===== src/rtl/ppi_commutator.sv =====
// ppi_commutator: output commutator of the polyphase interpolator.
// Captures one vector of gp_interpolation_factor phase results, then
// serializes it one phase per enabled clock with scaling and saturation.
// Optional build macro PPI_COMMUTATOR_ROUND_EN selects round half-up before
// the shift; without it the shift truncates.
module ppi_commutator #(
    parameter int gp_data_width           = 20,
    parameter int gp_interpolation_factor = 4,
    parameter int gp_shift                = 2,
    parameter int gp_odata_width          = 16,
    localparam int c_cnt_width = (gp_interpolation_factor > 1) ? $clog2(gp_interpolation_factor) : 1
) (
    input  logic                                                i_clk,
    input  logic                                                i_rst_an,
    input  logic                                                i_ena,
    input  logic                                                i_valid,
    input  logic [gp_interpolation_factor*gp_data_width-1:0]    i_data,
    input  logic                                                i_clr,
    output logic signed [gp_odata_width-1:0]                    o_data,
    output logic                                                o_valid,
    output logic [c_cnt_width-1:0]                              o_phase,
    output logic                                                o_overrun
);

    localparam int W  = gp_data_width;
    localparam int L  = gp_interpolation_factor;
    localparam int OW = gp_odata_width;

    localparam logic [c_cnt_width-1:0] c_last = c_cnt_width'(L - 1);
    // Saturation bounds expressed at the widened scaled width.
    localparam logic signed [W:0] c_max = {{(W + 2 - OW){1'b0}}, {(OW - 1){1'b1}}};
    localparam logic signed [W:0] c_min = {{(W + 2 - OW){1'b1}}, {(OW - 1){1'b0}}};
`ifdef PPI_COMMUTATOR_ROUND_EN
    localparam logic signed [W:0] c_half = (W + 1)'((gp_shift > 0) ? (1 << (gp_shift - 1)) : 0);
`endif

    typedef enum logic {IDLE, RUN} state_t;

    state_t                  state, state_nxt;
    logic [c_cnt_width-1:0]  cnt, cnt_nxt;
    logic                    load, emit, ovr_set;

    logic signed [W-1:0]     hold_p0 [L];
    logic signed [OW-1:0]    data_p1;
    logic [c_cnt_width-1:0]  phase_p1;
    logic                    vld_p1;
    logic                    overrun;

    // Widen by one bit so the rounding carry cannot wrap, then shift.
    function automatic logic signed [W:0] scale_fn(input logic signed [W-1:0] x);
        logic signed [W:0] ext;
        ext = {x[W-1], x};
`ifdef PPI_COMMUTATOR_ROUND_EN
        ext = ext + c_half;
`endif
        return ext >>> gp_shift;
    endfunction

    // Clamp the scaled value into the signed output range.
    function automatic logic signed [OW-1:0] sat_fn(input logic signed [W:0] v);
        logic signed [W:0] r;
        if (v > c_max)      r = c_max;
        else if (v < c_min) r = c_min;
        else                r = v;
        return r[OW-1:0];
    endfunction

    // State register.
    always_ff @(posedge i_clk or negedge i_rst_an) begin
        if (!i_rst_an) begin
            state <= IDLE;
            cnt   <= '0;
        end else if (i_ena) begin
            state <= state_nxt;
            cnt   <= cnt_nxt;
        end
    end

    // Next-state decode: capture, advance, seamless reload or overrun.
    always_comb begin
        state_nxt = state;
        cnt_nxt   = cnt;
        load      = 1'b0;
        emit      = 1'b0;
        ovr_set   = 1'b0;
        case (state)
            IDLE: begin
                if (i_valid) begin
                    load      = 1'b1;
                    cnt_nxt   = '0;
                    state_nxt = RUN;
                end
            end
            RUN: begin
                emit = 1'b1;
                if (cnt == c_last) begin
                    cnt_nxt = '0;
                    if (i_valid) load = 1'b1;
                    else         state_nxt = IDLE;
                end else if (i_valid) begin
                    ovr_set = 1'b1;
                    load    = 1'b1;
                    cnt_nxt = '0;
                end else begin
                    cnt_nxt = cnt + 1'b1;
                end
            end
            default: state_nxt = IDLE;
        endcase
    end

    // Stage p0: vector capture into the phase holding registers.
    always_ff @(posedge i_clk or negedge i_rst_an) begin
        if (!i_rst_an) begin
            for (int k = 0; k < L; k++) hold_p0[k] <= '0;
        end else if (i_ena && load) begin
            for (int k = 0; k < L; k++) hold_p0[k] <= i_data[k*W +: W];
        end
    end

    // Stage p1: scaled, saturated phase out with its index and valid flag.
    always_ff @(posedge i_clk or negedge i_rst_an) begin
        if (!i_rst_an) begin
            data_p1  <= '0;
            phase_p1 <= '0;
            vld_p1   <= 1'b0;
        end else if (i_ena) begin
            vld_p1 <= emit;
            if (emit) begin
                data_p1  <= sat_fn(scale_fn(hold_p0[cnt]));
                phase_p1 <= cnt;
            end
        end
    end

    // Sticky overrun: a new overrun wins over a simultaneous clear.
    always_ff @(posedge i_clk or negedge i_rst_an) begin
        if (!i_rst_an)         overrun <= 1'b0;
        else if (i_ena) begin
            if (ovr_set)       overrun <= 1'b1;
            else if (i_clr)    overrun <= 1'b0;
        end
    end

    assign o_data    = data_p1;
    assign o_phase   = phase_p1;
    assign o_valid   = vld_p1 & i_ena;
    assign o_overrun = overrun;

endmodule


===== config.mk =====
export PLATFORM = sky130hd
export DESIGN_NAME = ppi_commutator
export DESIGN_NICKNAME = d
export VERILOG_FILES = /design/src/rtl/ppi_commutator.sv
export SDC_FILE = /design/constraint.sdc
export NUM_CORES = 1
export LEC_CHECK = 0
export CAP_MARGIN = 20
export CORE_MARGIN = 2
export CORE_UTILIZATION = 53
export CTS_CLUSTER_SIZE = 14
export DETAILED_ROUTE_END_ITERATION = 6
export GPL_TIMING_DRIVEN = 0
export HOLD_SLACK_MARGIN = 0.15
export PLACE_DENSITY = 0.95
export SLEW_MARGIN = 20
export SYNTH_ARGS = -nofsm -noshare
export SYNTH_HDL_FRONTEND = slang
export SYNTH_SLANG_ARGS = --single-unit

===== constraint.sdc =====
create_clock -name i_clk -period 2.9 [get_ports i_clk]
set_input_delay 0.58 -clock i_clk [delete_from_list [all_inputs] [get_ports i_clk]]
set_output_delay 0.58 -clock i_clk [all_outputs]
set_load 0.005 [all_outputs]

==> results of run 1 <==
## state kept, by name, summed over array words and instances (netlist names)
name,count
o_data,16
vld_p1,1
o_phase,2
hold_p0,72
o_overrun,1
state,1
cnt,2
## stage by stage
step	worst slack [ns]	std cells
finish	0.845	493
global route	0.758	493
CTS	0.849	493
detailed placement	0.594	477
global placement	-1.98	476
floorplan	1.21	279
## layout make-up
class / count / area (µm²) / share of cell area
plain buffers: 18 / 110 / 0.0202
clock buffers: 9 / 124 / 0.0227
clock inverters: 7 / 77.6 / 0.0142
inverters: 2 / 7.51 / 0.00138
multi-input cells: 164 / 1660 / 0.304
flip-flops and latches: 95 / 2380 / 0.436
well taps: 102 / 128 / 0.0234
repair buffers: 96 / 976 / 0.179
## cells in the mapped netlist, drive strengths merged
library cell   n  area, µm²
nor2          30        113
nand2         17       63.8
mux2          72        811
o41ai          1       8.76
a211oi        14        110
a21oi          2       21.3
mux4          18        439
buf           15       98.8
ha             1       12.5
a22o           1       8.76
and2           2       12.5
a32o           2       20.0
o21bai         2       26.3
o21ai          2       10.0
dfrtp         95       2380
clkbuf         3       11.3
inv            2       7.51
## worst max-delay path by stage
stage	cells after the start	start	slack, ns	to
6_report	3	i_ena	0.85	o_valid
3_5_place_dp	4	i_valid	0.59	hold_p0[3]
4_1_cts	3	i_ena	0.85	o_valid
5_1_grt	3	i_ena	0.76	o_valid
3_3_place_gp	1	i_rst_an	-1.98	hold_p0[29]
2_1_floorplan	6	i_ena	1.21	o_data[10]
## routing by layer
layer | track usage | share of wire
met1 | 0.298 | 0.40
met4 | 0.121 | 0.035
met2 | 0.396 | 0.52
met5 | 0 | 0
met3 | 0.0415 | 0.045
## cells by family after synthesis
group | synth area share
mux | 0.301
compound gates | 0.0494
fa+ha+maj | 0.00301
flops | 0.573
simple gates | 0.0455
buf+inv | 0.0283
## power breakdown
group          switching (mW)  total (mW)  internal [mW]
clock                   0.482       0.890          0.408
combinational           0.499        1.24          0.740
sequential              0.167        1.78           1.61
total                    1.15        3.90           2.76
==> qor.yml, run 1 <==
status: "finished, final reports clean"
critPathTopFamily: "buffers and inverters"
drive_gt1_frac: 0.297
final-setup-viol-count: 0
seq_area_frac_synth: 0.573
power_density_mw_per_mm2: 715
grt_start_max_net_pins: 50
vias_per_cell: 5.63
cts_hold_buf: 0
cts_htree_levels: 3
die_w_um: 92.5
first_iter_violations: 140
fin_util: 0.714
maxCapViolations: 0
hp-class: "input pin to asynchronous set/reset pin"
tritoncts: "yes"
grt_pass1_wl_um: 15100
ctsLongestPathBuffers: 2
dieArea_mm2: 0.00856
final_common_cell: "dfrtp_1"
cts_resized: 0
route.detailed.drc: 0
clock_sinks: 95
gr-total-overflow: 0
report.final.slew_viol_count: 0
timing.rr.end: "o_data[4]"
crit_buf_inv: 2
io_pins: 105
antennaDiodeCount: 0
worstSetupPathType: "input pin to primary output"
clk_pin_slew_ns: 0.10
rrSetupSlack_ns: 0.99
hold_viol_final: 0
antenna_left: 0
num-fill-cells: 479
tightest_slew_ns: 0.608
synth_cell_types: 23
setup_tns_ns: 0
grt.total_usage: 0.237
power_mw: 3.90
cp.required_ns: 2.32
fmax_mhz: 487
cts-root-buf: "clkbuf_8"
maxSlewHeadroom: 0.595
vias: 2774
cp_cell_sequence: "clkbuf_1, and2_1, clkdlybuf4s50_1"
crit_path_max_incr_delay_ns: 0.49
power_leakage_nw: 2.27
synth_area_mm2: 0.00415
layout_common_cells: "95 x dfrtp_1, 94 x clkdlybuf4s50_1, 72 x mux2_2"
antenna_found_initial: 0
finalNetCount: 472
portBuffers: 95
cpMaxStageDelayCell: "clkdlybuf4s50_1"
dr.pass1.iters: 4
grt_pass1_vias: 3019
period_share: 0.709
rr_worst_depth: 5
timing.hold.ws_ns: 0.222
post-dp-hpwl_um: 7130
netlist_instances: 279
avgRoutedWirePerCell_um: 19.4
core_mm2: 0.00765
totalWireLength_um: 9580
reg2reg_from: "cnt[0]"
dpl_cell_area_mm2: 0.00526
ys_ff_latch: 95
worst_skew_pair.late_latency_ns: 0.36
layout_min_cycle_time_ns: 2.05
area_growth_pct: 31.4
arrival_ns: 1.47
cp_max_fo: 8
worst_setup_path_end_kind: "primary output"
start_kind: "input pin"
yosys_warnings: 0
stdcell_area_mm2: 0.00546
skew_ns: 0.0128
gp_congestion: 0.789
start_util: 0.543
synth_nets: 365
syn_area_per_cell_um2: 14.9
rsz0062_at_grt: "no"
peakVddDrop_mv: 0.332
rows: 32
die_h_um: 92.5
cts_setup_buffers: 0
cts_buffers: 9
Note: power is estimated with default switching activity, not from simulation.
==> inputs of run 2 (changes only) <==
--- a/config.mk
+++ b/config.mk
@@ -7,12 +7,12 @@
 export LEC_CHECK = 0
 export CAP_MARGIN = 20
 export CORE_MARGIN = 2
-export CORE_UTILIZATION = 53
+export CORE_UTILIZATION = 44
 export CTS_CLUSTER_SIZE = 14
 export DETAILED_ROUTE_END_ITERATION = 6
 export GPL_TIMING_DRIVEN = 0
 export HOLD_SLACK_MARGIN = 0.15
-export PLACE_DENSITY = 0.95
+export PLACE_DENSITY = 0.88
 export SLEW_MARGIN = 20
 export SYNTH_ARGS = -nofsm -noshare
 export SYNTH_HDL_FRONTEND = slang
==> constraint.sdc (replaced) <==
create_clock -name i_clk -period 1.7 [get_ports i_clk]
set_input_delay 0.34 -clock i_clk [delete_from_list [all_inputs] [get_ports i_clk]]
set_output_delay 0.34 -clock i_clk [all_outputs]
set_load 0.005 [all_outputs]
==> run 2 against run 1 <==
Against the previous run: the flow now finishes with violations (setup timing); combinational power is 100% higher; routed wire length rose by 6.8%; total power grew 87%; global-route usage fell by 2.3 points; hold slack improved by 0.16 ns; sequential power grew 70%; worst setup slack lost 0.97 ns; clock power up 100%; flip-flop and latch count is the same; via count up 2.2%; core utilization decreased by 9.4 points; highest routed layer unchanged.
==> qor.yml, run 2 (synthesis gave the netlist of run 1 again) <==
status: "complete, but fails checks"
violations: "setup timing"
grt.total_usage: 0.214
tritoncts: "yes"
antenna_left: 0
ctsLongestPathBuffers: 2
cp_cell_sequence: "buf_12, mux4_2, o21bai_4, buf_6, a211oi_2"
io_pins: 105
dpl_cell_area_mm2: 0.00526
post-dp-hpwl_um: 7200
timing.hold.ws_ns: 0.381
dieArea_mm2: 0.0102
worst_setup_path_end_kind: "flip-flop"
start_kind: "flip-flop"
grt_start_max_net_pins: 53
arrival_ns: 2.08
antenna_found_initial: 0
cpMaxStageDelayCell: "mux4_2"
fmax_mhz: 547
clock_sinks: 95
power_leakage_nw: 2.36
crit_path_max_incr_delay_ns: 0.59
hold_viol_final: 0
dr.pass1.iters: 5
globalRouteMet3Util: 0.0407
rr_worst_depth: 5
cts_htree_levels: 3
cts-root-buf: "clkbuf_8"
worst_skew_pair.late_latency_ns: 0.36
seq_area_mm2: 0.00238
layout_common_cells: "94 x dfrtp_1, 93 x clkdlybuf4s50_1, 72 x mux2_2"
tightest_slew_ns: 0.664
stdcell_area_mm2: 0.00570
vias: 2835
top_usage_layer: "met2"
num-fill-cells: 667
hp-class: "input pin to flip-flop"
totalWireLength_um: 10200
rows: 35
rsz0062_at_grt: "yes"
gp_congestion: 0.772
gr-total-overflow: 0
portBuffers: 95
avgRoutedWirePerCell_um: 20.0
worstHoldPathCells: 3
regMostFlops: "hold_p0"
clk_pin_slew_ns: 0.09
route.detailed.drc: 0
grt_pass1_wl_um: 16200
report.final.slew_viol_count: 0
cts_buffers: 9
die_w_um: 101
maxCapViolations: 0
worstSetupPathType: "flip-flop to flip-flop"
layout_setup_ws_ns: -0.129
area_growth_pct: 37.2
final-setup-viol-count: 15
grt_pass1_vias: 3108
multi_input_area_mm2: 0.00173
finalNetCount: 482
grt_util_met2: 0.372
cp.required_ns: 1.95
drive_gt1_frac: 0.357
cp_max_fo: 5
maxSlewHeadroom: 0.558
start_util: 0.451
antennaDiodeCount: 0
power_density_mw_per_mm2: 1280
period_share: 1.08
vias_per_cell: 5.54
globalRouteMet1Util: 0.265
layout_min_cycle_time_ns: 1.83
peakVddDrop_mv: 0.537
largest_register_ffs: 72
die_h_um: 101
final_common_cell: "dfrtp_1"
first_iter_violations: 127
skew_ns: 0.00898
core_mm2: 0.00920
==> run 2: area by class of cell <==
| class | count | area share |
|---|---|---|
| Multi-Input combinational cell | 164 | 0.304 |
| Tap cell | 111 | 0.0244 |
| Timing Repair Buffer | 106 | 0.188 |
| Clock inverter | 7 | 0.0213 |
| Clock buffer | 9 | 0.0217 |
| Buffer | 18 | 0.0215 |
| Sequential cell | 95 | 0.418 |
| Inverter | 2 | 0.00132 |
==> run 2: repair_timing <==
| action | in CTS | in global routing |
|---|---|---|
| buffers inserted | 8 | 0 |
| resized for setup | 22 | 5 |
| endpoints found under the setup margin | 16 | 16 |
| gates cloned | 1 | 0 |
| hold buffers | 1 | 0 |
| pin swaps | 2 | 0 |
| endpoints found under the hold margin | 51 | 0 |
==> run 2: power by group <==
| group | switching (mW) | total, mW | internal, mW | leakage (nW) |
|---|---|---|---|---|
| combinational | 1.01 | 2.48 | 1.47 | 1.13 |
| sequential | 0.286 | 3.03 | 2.74 | 1.11 |
| clock | 0.811 | 1.79 | 0.978 | 0.112 |
==> run 2: worst paths after layout <==
path / to / slack [ns] / from
setup / recovery: o_data[5] / -0.13 / cnt[0]
hold / removal: o_overrun / 0.38 / i_ena
setup reg to reg: o_data[5] / -0.13 / cnt[0]
hold reg to reg: o_data[15] / 0.48 / o_data[15]
max in group asynchronous: cnt[0] / 0.49 / i_rst_an
min in group asynchronous: hold_p0[12] / 0.55 / i_rst_an
==> run 2: per-stage QoR <==
stage / instances / power, mW / util / TNS (ns) / setup slack (ns)
after detailed placement: 486 / 5.17 / 0.572 / -26.05 / -0.386
after global placement: 485 / 5.06 / 0.570 / -308.24 / -3.00
after global routing: 512 / 7.65 / 0.619 / -2.16 / -0.174
after floorplan: 279 / 4.17 / - / 0 / 0.0266
final: 512 / 7.30 / 0.619 / -1.58 / -0.129
after CTS: 512 / 7.25 / 0.617 / -0.683 / -0.0604
==> run 2: metal layers <==
metal | wire [µm] | up-vias
met3 | 503 | 16
li1 | - | 1247
met2 | 5450 | 107
met1 | 4030 | 1465
met5 | 0 | -
met4 | 234 | 0
==> run 2: critical path, delay by kind of cell, from the launching register on <==
| family | cells | cell delay, ns |
|---|---|---|
| buffers and inverters | 2 | 0.31 |
| DFF | 1 | 0.46 |
| muxes | 1 | 0.59 |
| AOI/OAI and AO/OA | 2 | 0.34 |
==> inputs of run 3 (changes only) <==
--- a/config.mk
+++ b/config.mk
@@ -13,6 +13,7 @@
 export GPL_TIMING_DRIVEN = 0
 export HOLD_SLACK_MARGIN = 0.15
 export PLACE_DENSITY = 0.88
+export SETUP_SLACK_MARGIN = 0.4
 export SLEW_MARGIN = 20
 export SYNTH_ARGS = -nofsm -noshare
 export SYNTH_HDL_FRONTEND = slang
==> run 3 against run 2 <==
Against the previous run: the run still ends with setup timing left; via count is 0.21% lower; die area stayed put; core utilization hardly changed; clock skew is 0.0030 ns lower; flip-flop and latch count stayed put; critical endpoint is now o_data[9]; hold slack better by 0.021 ns; global-route usage is 0.59 points lower; routed wire length is 2.6% lower; clock-buffer cell count is 5 higher.
==> qor.yml, run 3 (synthesis gave the netlist of run 1 again) <==
status: "complete, but fails checks"
violations: "setup timing"
start_kind: "flip-flop"
dpl_cell_area_mm2: 0.00529
gp_congestion: 0.796
start_util: 0.451
io_pins: 105
cts_htree_levels: 3
swShare: 0.289
cp_max_fo: 5
final-setup-viol-count: 14
largest_register_ffs: 72
clkPwrFrac: 0.223
grt_pass1_wl_um: 16000
route.detailed.drc: 0
worstSetupPathType: "flip-flop to flip-flop"
layout_setup_ws_ns: -0.0320
final_cells: 532
crit_buf_inv: 2
power_density_mw_per_mm2: 1230
finalNetCount: 502
placed_cells: 486
fmax_mhz: 577
cts-root-buf: "clkbuf_8"
combPwrFrac: 0.349
antennaDiodeCount: 0
drive_gt1_frac: 0.425
fin_util: 0.619
hp-class: "input pin to flip-flop"
power_leakage_nw: 2.44
core_mm2: 0.00920
grt_pass1_vias: 3129
dr.pass1.iters: 4
clk_pin_slew_ns: 0.09
tritoncts: "yes"
report.final.slew_viol_count: 0
rsz0062_at_grt: "yes"
place_ws_ns: -0.179
grt_start_max_net_pins: 62
gr-total-overflow: 0
timing.hold.ws_ns: 0.403
switchingPower_mw: 2.03
setup_tns_ns: -0.323
skew_ns: 0.00598
layout_common_cells: "94 x dfrtp_1, 73 x clkdlybuf4s50_1, 72 x mux2_2"
die_h_um: 101
power.internal_mw: 4.99
peakVddDrop_mv: 0.598
regMostFlops: "hold_p0"
maxSlewHeadroom: 0.672
die_w_um: 101
worst_skew_pair.late_latency_ns: 0.36
first_iter_violations: 88
cpMaxStageDelayCell: "mux4_2"
clock_sinks: 95
cts_buffers: 9
tightest_slew_ns: 0.491
ctsLongestPathBuffers: 2
layout_min_cycle_time_ns: 1.73
period_share: 1.02
num-fill-cells: 715
worst_setup_path_end_kind: "flip-flop"
stdcell_area_mm2: 0.00569
power_mw: 7.02
maxCapViolations: 0
final_common_cell: "dfrtp_1"
rows: 35
cp_cell_sequence: "buf_12, mux4_2, o21bai_4, buf_6, a211oi_1"
antenna_left: 0
p_seq_frac: 0.428
antenna_found_initial: 0
grt.total_usage: 0.208
hold_viol_final: 0
dieArea_mm2: 0.0102
arrival_ns: 1.98
vias: 2829
cp.required_ns: 1.95
totalWireLength_um: 9960
post-dp-hpwl_um: 7040
area_growth_pct: 37.1
critPathTopFamily: "multiplexers"
portBuffers: 95
crit_path_max_incr_delay_ns: 0.58
vias_per_cell: 5.32
avgRoutedWirePerCell_um: 18.7
## run 3: power groups by stage
stage | registers, mW | clock network, mW | logic [mW]
2_1_floorplan | 3.00 | 0 | 1.18
3_3_place_gp | 3.02 | 0 | 2.05
3_5_place_dp | 3.06 | 0 | 2.12
4_1_cts | 3.00 | 1.59 | 2.39
5_1_grt | 3.06 | 1.68 | 2.64
6_report | 3.01 | 1.56 | 2.45
## run 3: what timing repair did
action                                 4_1_cts  5_1_grt
setup endpoints to repair                  106       30
setup buffers                               22        6
pin swaps                                    5        0
gates cloned                                 1        0
resized for setup                           78       18
endpoints found under the hold margin       34        0
hold buffers                                 1        0
## run 3: final timing paths
| check | start | to | slack (ns) | depth (start not counted) |
|---|---|---|---|---|
| setup / recovery | cnt[0] | o_data[9] | -0.03 | 5 |
| hold / removal | i_ena | vld_p1 | 0.40 | 2 |
| setup reg to reg | cnt[0] | o_data[9] | -0.03 | 5 |
| hold reg to reg | hold_p0[48] | hold_p0[48] | 0.50 | 1 |
| min in group asynchronous | i_rst_an | hold_p0[68] | 0.47 | 2 |
| max in group asynchronous | i_rst_an | cnt[0] | 0.55 | 3 |
## run 3: worst register-to-register path, cell delays in order, from the launching register on
cell and delay [ns]:
dfrtp_2 0.45, buf_12 0.13, mux4_2 0.58, o21bai_4 0.24
buf_6 0.16, a211oi_1 0.07
## run 3: layout make-up
| cell class | instances | area (µm²) | area share |
|---|---|---|---|
| clock buffers | 14 | 173 | 0.0303 |
| repair buffers | 126 | 1110 | 0.195 |
| plain buffers | 18 | 154 | 0.0270 |
| multi-input cells | 164 | 1690 | 0.297 |
| well taps | 111 | 139 | 0.0244 |
| inverters | 2 | 7.51 | 0.00132 |
| flip-flops and latches | 95 | 2380 | 0.418 |
| clock inverters | 2 | 37.5 | 0.00659 |
## run 3: metal layers
| layer | vias up | global-route usage | wire length (µm) |
|---|---|---|---|
| met4 | 0 | 0.0915 | 256 |
| met1 | 1441 | 0.263 | 4140 |
| met2 | 83 | 0.360 | 5210 |
| met5 | - | 0 | 0 |
| met3 | 18 | 0.0269 | 355 |
| li1 | 1287 | - | - |
